--- src/rtl/snake_head_engine.sv ---
// Snake head position register with wrap/wall handling and a raster plotter
// that streams the BLOCK x BLOCK pixels of the head cell one per clock.
module snake_head_engine #(
  parameter int XW     = 8,
  parameter int YW     = 7,
  parameter int BLOCK  = 4,
  parameter int X_MAX  = 159,
  parameter int Y_MAX  = 119,
  parameter int X_INIT = 50,
  parameter int Y_INIT = 30,
  parameter int WRAP   = 1
) (
  input  logic          clk,
  input  logic          reset,
  input  logic          ld,
  input  logic          update,
  input  logic [1:0]    dir,
  input  logic          plot_start,
  output logic [XW-1:0] head_x,
  output logic [YW-1:0] head_y,
  output logic [XW-1:0] x_out,
  output logic [YW-1:0] y_out,
  output logic          pix_valid,
  output logic          busy,
  output logic          plot_done,
  output logic          hit_wall
);

  localparam int XW1 = XW + 1;
  localparam int YW1 = YW + 1;
  localparam int CW  = 3;

  localparam logic [1:0] S_IDLE = 2'd0;
  localparam logic [1:0] S_DRAW = 2'd1;
  localparam logic [1:0] S_DONE = 2'd2;

  localparam logic [1:0] D_LEFT  = 2'b00;
  localparam logic [1:0] D_RIGHT = 2'b01;
  localparam logic [1:0] D_UP    = 2'b10;
  localparam logic [1:0] D_DOWN  = 2'b11;

  localparam logic [XW:0]   STEP_X = XW1'(BLOCK);
  localparam logic [YW:0]   STEP_Y = YW1'(BLOCK);
  localparam logic [XW:0]   LIM_X  = XW1'(X_MAX + 1 - BLOCK);
  localparam logic [YW:0]   LIM_Y  = YW1'(Y_MAX + 1 - BLOCK);
  localparam logic [CW-1:0] LAST   = CW'(BLOCK - 1);

  logic [1:0]    state_q, state_d;
  logic [XW-1:0] head_x_q, head_x_d, base_x_q, base_x_d, x_out_q, x_out_d;
  logic [YW-1:0] head_y_q, head_y_d, base_y_q, base_y_d, y_out_q, y_out_d;
  logic [1:0]    last_dir_q, last_dir_d;
  logic          hit_q, hit_d;
  logic [CW-1:0] col_q, col_d, row_q, row_d;

  logic [1:0]    eff_dir;
  logic [XW:0]   x_inc, x_dec;
  logic [YW:0]   y_inc, y_dec;
  logic [XW-1:0] mv_x;
  logic [YW-1:0] mv_y;
  logic          mv_hit;

  // Candidate move, computed one bit wider so under/overflow is visible.
  always_comb begin
    eff_dir = ((dir[1] == last_dir_q[1]) && (dir[0] != last_dir_q[0])) ? last_dir_q : dir;
    x_inc   = {1'b0, head_x_q} + STEP_X;
    x_dec   = {1'b0, head_x_q} - STEP_X;
    y_inc   = {1'b0, head_y_q} + STEP_Y;
    y_dec   = {1'b0, head_y_q} - STEP_Y;
    mv_x    = head_x_q;
    mv_y    = head_y_q;
    mv_hit  = 1'b0;
    case (eff_dir)
      D_LEFT: begin
        if (!x_dec[XW])     mv_x   = x_dec[XW-1:0];
        else if (WRAP != 0) mv_x   = LIM_X[XW-1:0];
        else                mv_hit = 1'b1;
      end
      D_RIGHT: begin
        if (WRAP != 0)          mv_x   = ({1'b0, head_x_q} >= LIM_X) ? '0 : x_inc[XW-1:0];
        else if (x_inc > LIM_X) mv_hit = 1'b1;
        else                    mv_x   = x_inc[XW-1:0];
      end
      D_UP: begin
        if (!y_dec[YW])     mv_y   = y_dec[YW-1:0];
        else if (WRAP != 0) mv_y   = LIM_Y[YW-1:0];
        else                mv_hit = 1'b1;
      end
      default: begin
        if (WRAP != 0)          mv_y   = ({1'b0, head_y_q} >= LIM_Y) ? '0 : y_inc[YW-1:0];
        else if (y_inc > LIM_Y) mv_hit = 1'b1;
        else                    mv_y   = y_inc[YW-1:0];
      end
    endcase
  end

  always_comb begin
    state_d    = state_q;
    head_x_d   = head_x_q;
    head_y_d   = head_y_q;
    last_dir_d = last_dir_q;
    hit_d      = hit_q;
    base_x_d   = base_x_q;
    base_y_d   = base_y_q;
    col_d      = col_q;
    row_d      = row_q;
    x_out_d    = x_out_q;
    y_out_d    = y_out_q;
    if (ld) begin
      head_x_d   = XW'(X_INIT);
      head_y_d   = YW'(Y_INIT);
      last_dir_d = D_RIGHT;
      hit_d      = 1'b0;
      state_d    = S_IDLE;
      col_d      = '0;
      row_d      = '0;
    end else begin
      if (update && (state_q == S_IDLE) && !hit_q) begin
        head_x_d   = mv_x;
        head_y_d   = mv_y;
        hit_d      = mv_hit;
        last_dir_d = eff_dir;
      end
      case (state_q)
        S_IDLE: begin
          // A same-cycle update outranks the plot request.
          if (plot_start && !update) begin
            state_d  = S_DRAW;
            base_x_d = head_x_q;
            base_y_d = head_y_q;
            col_d    = '0;
            row_d    = '0;
            x_out_d  = head_x_q;
            y_out_d  = head_y_q;
          end
        end
        S_DRAW: begin
          if (col_q == LAST) begin
            col_d = '0;
            if (row_q == LAST) begin
              row_d   = '0;
              state_d = S_DONE;
            end else begin
              row_d = row_q + 1'b1;
            end
          end else begin
            col_d = col_q + 1'b1;
          end
          if (state_d == S_DRAW) begin
            x_out_d = base_x_q + XW'(col_d);
            y_out_d = base_y_q + YW'(row_d);
          end
        end
        S_DONE:  state_d = S_IDLE;
        default: state_d = S_IDLE;
      endcase
    end
  end

  always_ff @(posedge clk or posedge reset) begin
    if (reset) begin
      state_q    <= S_IDLE;
      head_x_q   <= '0;
      head_y_q   <= '0;
      last_dir_q <= D_RIGHT;
      hit_q      <= 1'b0;
      base_x_q   <= '0;
      base_y_q   <= '0;
      col_q      <= '0;
      row_q      <= '0;
      x_out_q    <= '0;
      y_out_q    <= '0;
    end else begin
      state_q    <= state_d;
      head_x_q   <= head_x_d;
      head_y_q   <= head_y_d;
      last_dir_q <= last_dir_d;
      hit_q      <= hit_d;
      base_x_q   <= base_x_d;
      base_y_q   <= base_y_d;
      col_q      <= col_d;
      row_q      <= row_d;
      x_out_q    <= x_out_d;
      y_out_q    <= y_out_d;
    end
  end

  assign head_x    = head_x_q;
  assign head_y    = head_y_q;
  assign x_out     = x_out_q;
  assign y_out     = y_out_q;
  assign hit_wall  = hit_q;
  assign pix_valid = (state_q == S_DRAW);
  assign busy      = (state_q != S_IDLE);
  assign plot_done = (state_q == S_DONE);

endmodule

--- config.mk ---
export PLATFORM = sky130hd
export DESIGN_NAME = snake_head_engine
export DESIGN_NICKNAME = d
export VERILOG_FILES = /design/src/rtl/snake_head_engine.sv
export SDC_FILE = /design/constraint.sdc
export NUM_CORES = 1
export LEC_CHECK = 0
export ABC_AREA = 1
export CAP_MARGIN = 20
export CORE_MARGIN = 1.5
export CORE_UTILIZATION = 55
export CTS_CLUSTER_DIAMETER = 150
export DETAILED_ROUTE_END_ITERATION = 8
export PLACE_DENSITY_LB_ADDON = 0.25
export SLEW_MARGIN = 0
export SYNTH_ARGS = -nofsm -noshare
export SYNTH_HDL_FRONTEND = slang
export SYNTH_SLANG_ARGS = --single-unit
--- constraint.sdc ---
create_clock -name clk -period 2.66 [get_ports clk]
set_input_delay 0.798 -clock clk [delete_from_list [all_inputs] [get_ports clk]]
set_output_delay 0.798 -clock clk [all_outputs]
set_load 0.01 [all_outputs]
==> metrics.cfg, run 1 <==
[run_status]
outcome = finished clean

[clocking]
clock_path_buffers = 2
post_cts_resized = 0
htreeDepth = 2
hold_buffers = 0
cts_tree = done
cts.clk_slew.worst_paths_ps = 90
cts-buffers-inserted = 5
cts_root_buffer = clkbuf_8
insertion_delay_ps = 300
clock_sinks = 51
post_cts_buffers = 0

[yosys]
netlist_area_sq_um = 3110
synth_compound_area_share_pct = 8.72
synth_most_common_cell = nand2_1
yosysUniqueCellTypes = 32
yosysSeqAreaShare_pct = 41.0
synth_cells = 425
synth_seq_cells = 51
ys.flop_type = dfrtp_1
async_flop_share_pct = 100
yosys-mux-area-fraction_pct = 0
avgSynthCellArea_sq_um = 7.33
synth_top_cell_by_area = dfrtp_1
synth_commonest_cells = nand2_1 (136), dfrtp_1 (50), nand3_1 (48), inv_1 (43), nor2_1 (32)
ys_top_cells_by_area = dfrtp_1 (40%), nand2_1 (16%), nand3_1 (7.7%)
yosys_warnings = 0
synth_edf_count = 0
synthSimpleGateAreaFrac_pct = 32.3
synth_top_family_by_area = simple AND/OR/NAND/NOR gates
synth_fa_ha_area_share_pct = 5.46
synth-xor-area-share_pct = 3.66
synth_top_area_share_pct = 40.2

[critical_path]
crit_fanout = 10
critPathLaunchType = register
crit_path_start = state_q[1]
rr_startpoint = col_q[0]
worst_ep_arrival_time_ps = 1560
crit_path_end_kind = output pin
path_class = reg -> out
required_ps = 1860

[worst_hold_path]
hp-class = reg -> reg
hp-start = x_out[0]

[sta]
setup_viol = 0
report.final.slew_viol_count = 0
hold_violations = 0
max_freq_ghz = 0.423
period_share_pct = 88.8
rsz0062_at_grt = false
setup_tns_ps = 0
post-route-min-period_ps = 2360
fin_worst_skew_ps = 6.11

[grt]
antenna_found_initial = 0
grt_max_degree = 34
grt.overflow.total = 0
grt_use_met1_pct = 31.5
grtUsageMet2_pct = 40.7
grt_use_met3_pct = 4.07
grt_pass1_vias = 2686
grt_pass1_wl_um = 12000
grt.total_usage_pct = 24.3
grt_busiest_layer = met2

[floorplanning]
die_x_um = 78.2
initial_core_util_pct = 56.9
ios = 41
die_h_um = 78.2
row_count = 27
dieArea_sq_um = 6120
core_sq_um = 5470

[detailed_routing]
drcViolationCount = 0
wl_per_cell_um = 12.9
drt_iter0_markers = 208
via_per_inst = 5.33
vias = 2859
drt_wl_total_um = 6890
dr.pass1.iters = 4
ant_nets = 0

[layout]
nFillCells = 493
finalNonFillerCells = 536
drive_above_1_share_pct = 6.25
areaGrowthSynthToFinish_pct = 17.0
insertedDiodeCount = 0
layout.nets = 483

[place]
placedCellCount = 528
io_buffers = 37
place_hpwl_um = 5210
place.gp.congestion = 0.932

[pwr]
powerDensity_nw_per_um2 = 603
ir_worst_vdd_mv = 0.313
leakagePower_nw = 1.85

[job]
maxCapViolCount = 0

[cell usage in the layout (no fill, tap or decap), types with 3 or more instances in the layout]
cell type	instances
a21oi_1	10
buf_4	3
clkbuf_8	7
clkdlybuf4s50_1	37
conb_1	4
dfrtp_1	50
ha_1	12
inv_1	42
inv_2	7
nand2_1	136
nand2_2	4
nand3_1	48
nand4_1	4
nor2_1	32
o21ai_0	27
o21ai_1	7
o22ai_1	3
xnor2_1	6
xor2_1	7
[cell type report]
cell class | count | area (sq um) | share of cell area, %
flip-flops and latches | 51 | 1280 | 35.1
repair buffers | 41 | 413 | 11.3
clock buffers | 8 | 100 | 2.75
multi-input cells | 315 | 1580 | 43.3
well taps | 72 | 90.1 | 2.47
inverters | 49 | 184 | 5.05
[critical path, cell delays in order, from the launching register on]
cell and delay (ps):
dfrtp_1 400, inv_1 130, nand2_4 130, inv_2 80, clkdlybuf4s50_1 530
[state kept, by name (all words and copies together) (netlist names)]
name / count
base_x_q: 7
base_y_q: 6
col_q: 3
head_x: 7
head_y: 6
last_dir_q: 2
row_q: 3
state_q: 2
x_out: 8
y_out: 7
[kinds of logic (layout without fill, tap and decap cells)]
kind of cell               Yosys count  in the layout
buffers and inverters               62             98
adders and majority gates           13             13
and+or+nand+nor                    234            234
other                                1              4
xor gates and xnor gates            13             13
AOI/OAI and AO/OA                   51             51
DFF                                 51             51
[per-stage QoR]
step	worst slack (ps)	utilization (%)	hold slack [ps]	power, mW	instance area [sq um]
5_1_grt	117	66.6	504	2.35	3640
6_report	298	66.6	478	2.20	3640
3_5_place_dp	364	64.7	459	1.72	3540
3_3_place_gp	385	64.7	453	1.69	3540
4_1_cts	280	66.6	482	2.21	3640
2_1_floorplan	634	-	459	1.45	3130
[worst paths after layout]
| kind | endpoint | slack (ps) | cells past startpoint |
|---|---|---|---|
| worst max-delay path | pix_valid | 300 | 4 |
| worst max register to register | x_out[4] | 380 | 13 |
| max in group asynchronous | base_y_q[6] | 1330 | 3 |
| min in group asynchronous | col_q[1] | 810 | 2 |
| worst min-delay path | x_out[0] | 480 | 2 |
| worst min register to register | x_out[0] | 480 | 2 |
[per-layer routing]
| metal | up-vias | wire length, um |
|---|---|---|
| met5 | - | 0 |
| met4 | 0 | 138 |
| met3 | 17 | 320 |
| met2 | 84 | 3250 |
| met1 | 1318 | 3180 |
| li1 | 1440 | - |
[where the power goes]
| part | switching, mW | leakage, nW | internal (mW) |
|---|---|---|---|
| Combinational | 0.372 | 1.16 | 0.315 |
| Clock | 0.251 | 0.0515 | 0.238 |
| Sequential | 0.126 | 0.638 | 0.895 |
| Total | 0.749 | 1.85 | 1.45 |
Note: power is estimated with default switching activity, not from simulation.
==> inputs of run 2 (changes only) <==
Settings changed: GPL_TIMING_DRIVEN from default to 0, SKIP_CTS_REPAIR_TIMING from default to 1.
==> run 2 against run 1 <==
Maximum frequency is 5.6% lower. Worst hold slack worse by 2.1 ps. Non-clock buffer count rose by 8. Sequential power hardly changed. Sequential share of layout area decreased by 0.51 points. Largest cell class unchanged. Power rose by 1.0%. Die area unchanged. Highest routed layer unchanged. Clock power rose by 2%. Via count grew 0.77%. Clock skew hardly changed. Flip-flop and latch count unchanged.
==> metrics.cfg, run 2 (synthesized netlist as in run 1, its figures left out) <==
[run_status]
outcome = finished clean

[floorplanning]
dieArea_sq_um = 6120
die_x_um = 78.2
core_sq_um = 5470
ios = 41
initial_core_util_pct = 56.9
die_h_um = 78.2
row_count = 27

[pwr]
leakagePower_nw = 1.88
power.internal_mw = 1.46
power_switching_uw = 765
ir_worst_vdd_mv = 0.366
powerDensity_nw_per_um2 = 601
seqPwrFrac_pct = 45.5
combPwrFrac_pct = 32.0
clkPwrFrac_pct = 22.5
swShare_pct = 34.4

[critical_path]
cp_slowest_cell = clkdlybuf4s50_1
crit_path_end_kind = output pin
worst_ep_arrival_time_ps = 1700
critPathLaunchType = register
cp_num_buf_inv = 3
crit_fanout = 15
worstPathCellList = inv_1 -> nand2_4 -> clkinv_2 -> clkdlybuf4s50_1
required_ps = 1860
crit_family = buffers and inverters
critPathMaxStageDelay_ps = 570
path_class = reg -> out

[grt]
antenna_found_initial = 0
grt_pass1_wl_um = 11700
grt_pass1_vias = 2608
grt.overflow.total = 0
grt_max_degree = 39
grt.total_usage_pct = 24.0

[sta]
report.final.slew_viol_count = 0
fin_worst_skew_ps = 5.77
setup_tns_ps = 0
post-route-min-period_ps = 2500
period_share_pct = 94.0
rsz0062_at_grt = false
setup_viol = 0
hold_violations = 0
max_freq_ghz = 0.400

[layout]
drive_above_1_share_pct = 8.26
final_common_cell = nand2_1
insertedDiodeCount = 0
largest_reg_flops = 8
areaGrowthSynthToFinish_pct = 18.7
final_cell_mix = nand2_1 (136), dfrtp_1 (50), nand3_1 (48), inv_1 (42), clkdlybuf4s50_1 (36)
layout.nets = 491
finalNonFillerCells = 544

[clocking]
cts.clk_slew.worst_paths_ps = 90
clock_path_buffers = 2
htreeDepth = 2
cts-buffers-inserted = 5
clock_sinks = 51
cts_root_buffer = clkbuf_8
insertion_delay_ps = 300
cts_tree = done

[place]
io_buffers = 36
place_hpwl_um = 5260
place.gp.congestion = 0.922
placedCellCount = 537

[detailed_routing]
drcViolationCount = 0
ant_nets = 0
dr.pass1.iters = 7
wl_per_cell_um = 12.8
drt_wl_total_um = 6980
drt_iter0_markers = 231
via_per_inst = 5.30
vias = 2881

[worst_hold_path]
hp-class = reg -> reg

[job]
maxCapViolCount = 0

[run 2: cell types whose count changed in the layout (fill, tap and decap cells not counted), sizes merged]
cell,delta
buf,+9
clkbuf,-1
clkdlybuf4s50,-1
clkinv,+1
clkinvlp,+1
inv,-1
[run 2: power groups by stage]
| stage | sequential, mW | combinational [mW] | clock [mW] |
|---|---|---|---|
| floorplan | 1.04 | 0.412 | 0 |
| global placement | 1.01 | 0.684 | 0 |
| detailed placement | 1.02 | 0.705 | 0 |
| CTS | 1.01 | 0.712 | 0.507 |
| global route | 1.03 | 0.799 | 0.539 |
| finish | 1.01 | 0.711 | 0.499 |
[run 2: stage by stage]
stage          hold slack, ps  util [%]  instance area [sq um]  worst slack [ps]  power, mW
2_1_floorplan             459         -                   3130               634       1.45
5_1_grt                   508      67.5                   3700              76.0       2.37
6_report                  476      67.5                   3700               159       2.22
3_3_place_gp              455      65.3                   3580              -332       1.70
4_1_cts                   483      67.6                   3700             -29.1       2.23
3_5_place_dp              460      65.7                   3600               271       1.73
[run 2: final timing paths]
path | from | end | slack [ps] | cells after the start
max in group asynchronous | reset | head_x[1] | 1400 | 3
hold / removal | x_out[0] | x_out[0] | 480 | 2
min in group asynchronous | reset | y_out[0] | 760 | 2
setup / recovery | state_q[1] | pix_valid | 160 | 4
setup reg to reg | col_q[0] | x_out[4] | 350 | 14
hold reg to reg | x_out[0] | x_out[0] | 480 | 2
[run 2: area by class of cell]
type	instances	area, sq um
repair buffers	37	380
clock inverters	1	7.51
multi-input cells	315	1580
plain buffers	12	81.3
well taps	72	90.1
fillers	483	1780
flip-flops and latches	51	1280
inverters	49	185
clock buffers	7	96.3
[run 2: routing by layer]
layer  track usage, %  wire (um)  vias to the layer above  share of wire, %
met5                0          0                        -                 0
met4             7.14         94                        0               1.3
met3             3.84        316                        9               4.5
met2             41.8       3370                       80                48
met1             30.8       3200                     1341                46
li1                 -          -                     1451                 -
[run 2: tightest hold or removal path: stages, from the launching register on]
cell and delay (ps):
dfrtp_1 350, nand2_1 50, nand2_1 40
==> inputs of run 3 (changes only) <==
Settings changed: SLEW_MARGIN 0 to 5.
Clock period 2.66 ns to 2.8 ns, I/O delays scaled along.
==> run 3 against run 2 <==
Via count decreased by 0.49%. Power decreased by 5.0%. Combinational power shrank 5.2%. Final cell count stayed put. Flip-flop and latch count unchanged. Core utilization barely moved. Non-clock buffer count stayed put.
==> metrics.cfg, run 3 (synthesized netlist as in run 1, its figures left out) <==
[run_status]
outcome = finished clean

[clocking]
htreeDepth = 2
cts_root_buffer = clkbuf_8
clock_sinks = 51
cts_tree = done
cts-buffers-inserted = 5
clock_path_buffers = 2
cts.clk_slew.worst_paths_ps = 100
insertion_delay_ps = 300

[critical_path]
cp_num_buf_inv = 3
crit_path_start = state_q[1]
critPathMaxStageDelay_ps = 590
critPathLaunchType = register
crit_path_end_kind = output pin
crit_fanout = 15
worstPathCellList = inv_1 -> nand2_4 -> inv_2 -> clkdlybuf4s50_1
worst-path-stages = 4
required_ps = 1960
crit_family = buffers and inverters
rrSetupSlack_ps = 520
r2r-end = x_out[4]
worst_ep_arrival_time_ps = 1760
rr_startpoint = col_q[0]
worstSetupEndpoint = pix_valid
r2r_cells = 14
path_class = reg -> out
cp_slowest_cell = clkdlybuf4s50_1

[sta]
setup_viol = 0
setup_tns_ps = 0
fin_worst_skew_ps = 4.12
post-route-min-period_ps = 2600
rsz0062_at_grt = false
period_share_pct = 93.0
hold_violations = 0
report.final.slew_viol_count = 0
max_freq_ghz = 0.384

[layout]
insertedDiodeCount = 0
final_cell_area_sq_um = 3690
largest_reg_flops = 8
nFillCells = 482
layout.nets = 491
drive_above_1_share_pct = 8.26
final_cell_mix = nand2_1 (136), dfrtp_1 (50), nand3_1 (48), inv_1 (42), clkdlybuf4s50_1 (36)
areaGrowthSynthToFinish_pct = 18.6
final_common_cell = nand2_1

[floorplanning]
core_sq_um = 5470
die_x_um = 78.2
row_count = 27
initial_core_util_pct = 56.9
ios = 41
die_h_um = 78.2
dieArea_sq_um = 6120

[pwr]
ir_worst_vdd_mv = 0.347
leakagePower_nw = 1.89
powerDensity_nw_per_um2 = 571

[place]
place.gp.congestion = 0.922
placement.cell_area_sq_um = 3600
place_hpwl_um = 5260
io_buffers = 36

[grt]
grt_max_degree = 39
grt_pass1_wl_um = 11700
grt.overflow.total = 0
grt.total_usage_pct = 24.0
antenna_found_initial = 0
grt_pass1_vias = 2608

[detailed_routing]
wl_per_cell_um = 12.8
vias = 2867
via_per_inst = 5.27
drt_iter0_markers = 247
drt_wl_total_um = 6950
ant_nets = 0
drcViolationCount = 0
dr.pass1.iters = 5

[job]
maxCapViolCount = 0

[worst_hold_path]
hp-start = x_out[0]
hp-class = reg -> reg

run 3: worst min path at each step:
stage	end	slack [ps]	depth (start not counted)
CTS	x_out[0]	480	2
global route	x_out[0]	510	2
floorplan	base_x_q[2]	460	2
detailed placement	x_out[0]	460	2
global placement	x_out[0]	460	2
finish	x_out[0]	480	2
run 3: layout make-up:
cell class | instances | area (sq um) | share of cell area [%]
buffer | 12 | 81.3 | 2.20
clock buffer | 7 | 96.3 | 2.61
clock inverter | 1 | 7.51 | 0.203
inverter | 49 | 184 | 4.98
multi-input combinational | 315 | 1580 | 42.7
sequential | 51 | 1280 | 34.6
tap | 72 | 90.1 | 2.44
timing repair buffer | 37 | 380 | 10.3
run 3: metrics by stage:
step                worst slack, ps  hold slack [ps]  power, mW  util [%]  instances
floorplan                       732              459       1.38         -        428
global placement               -234              455       1.61      65.3        536
detailed placement              369              460       1.64      65.7        537
CTS                            68.9              483       2.12      67.6        545
global route                   95.0              508       2.25      67.5        544
finish                          197              481       2.11      67.5        544
run 3: layer usage:
| layer | track usage [%] | wire length, um |
|---|---|---|
| met1 | 30.8 | 3180 |
| met2 | 41.8 | 3360 |
| met3 | 3.84 | 337 |
| met4 | 7.14 | 67 |
| met5 | 0 | 0 |
run 3: power by group:
part	switching (mW)	internal [mW]	leakage, nW
combinational	0.367	0.308	1.20
sequential	0.110	0.850	0.638
clock	0.249	0.225	0.0505
run 3: worst register-to-register path, delay by kind of cell (launching register included):
kind,cells,cell delay (ps)
simple gates,8,850
compound gates,1,140
flops,1,370
fa+ha+maj,2,600
buf+inv,3,280
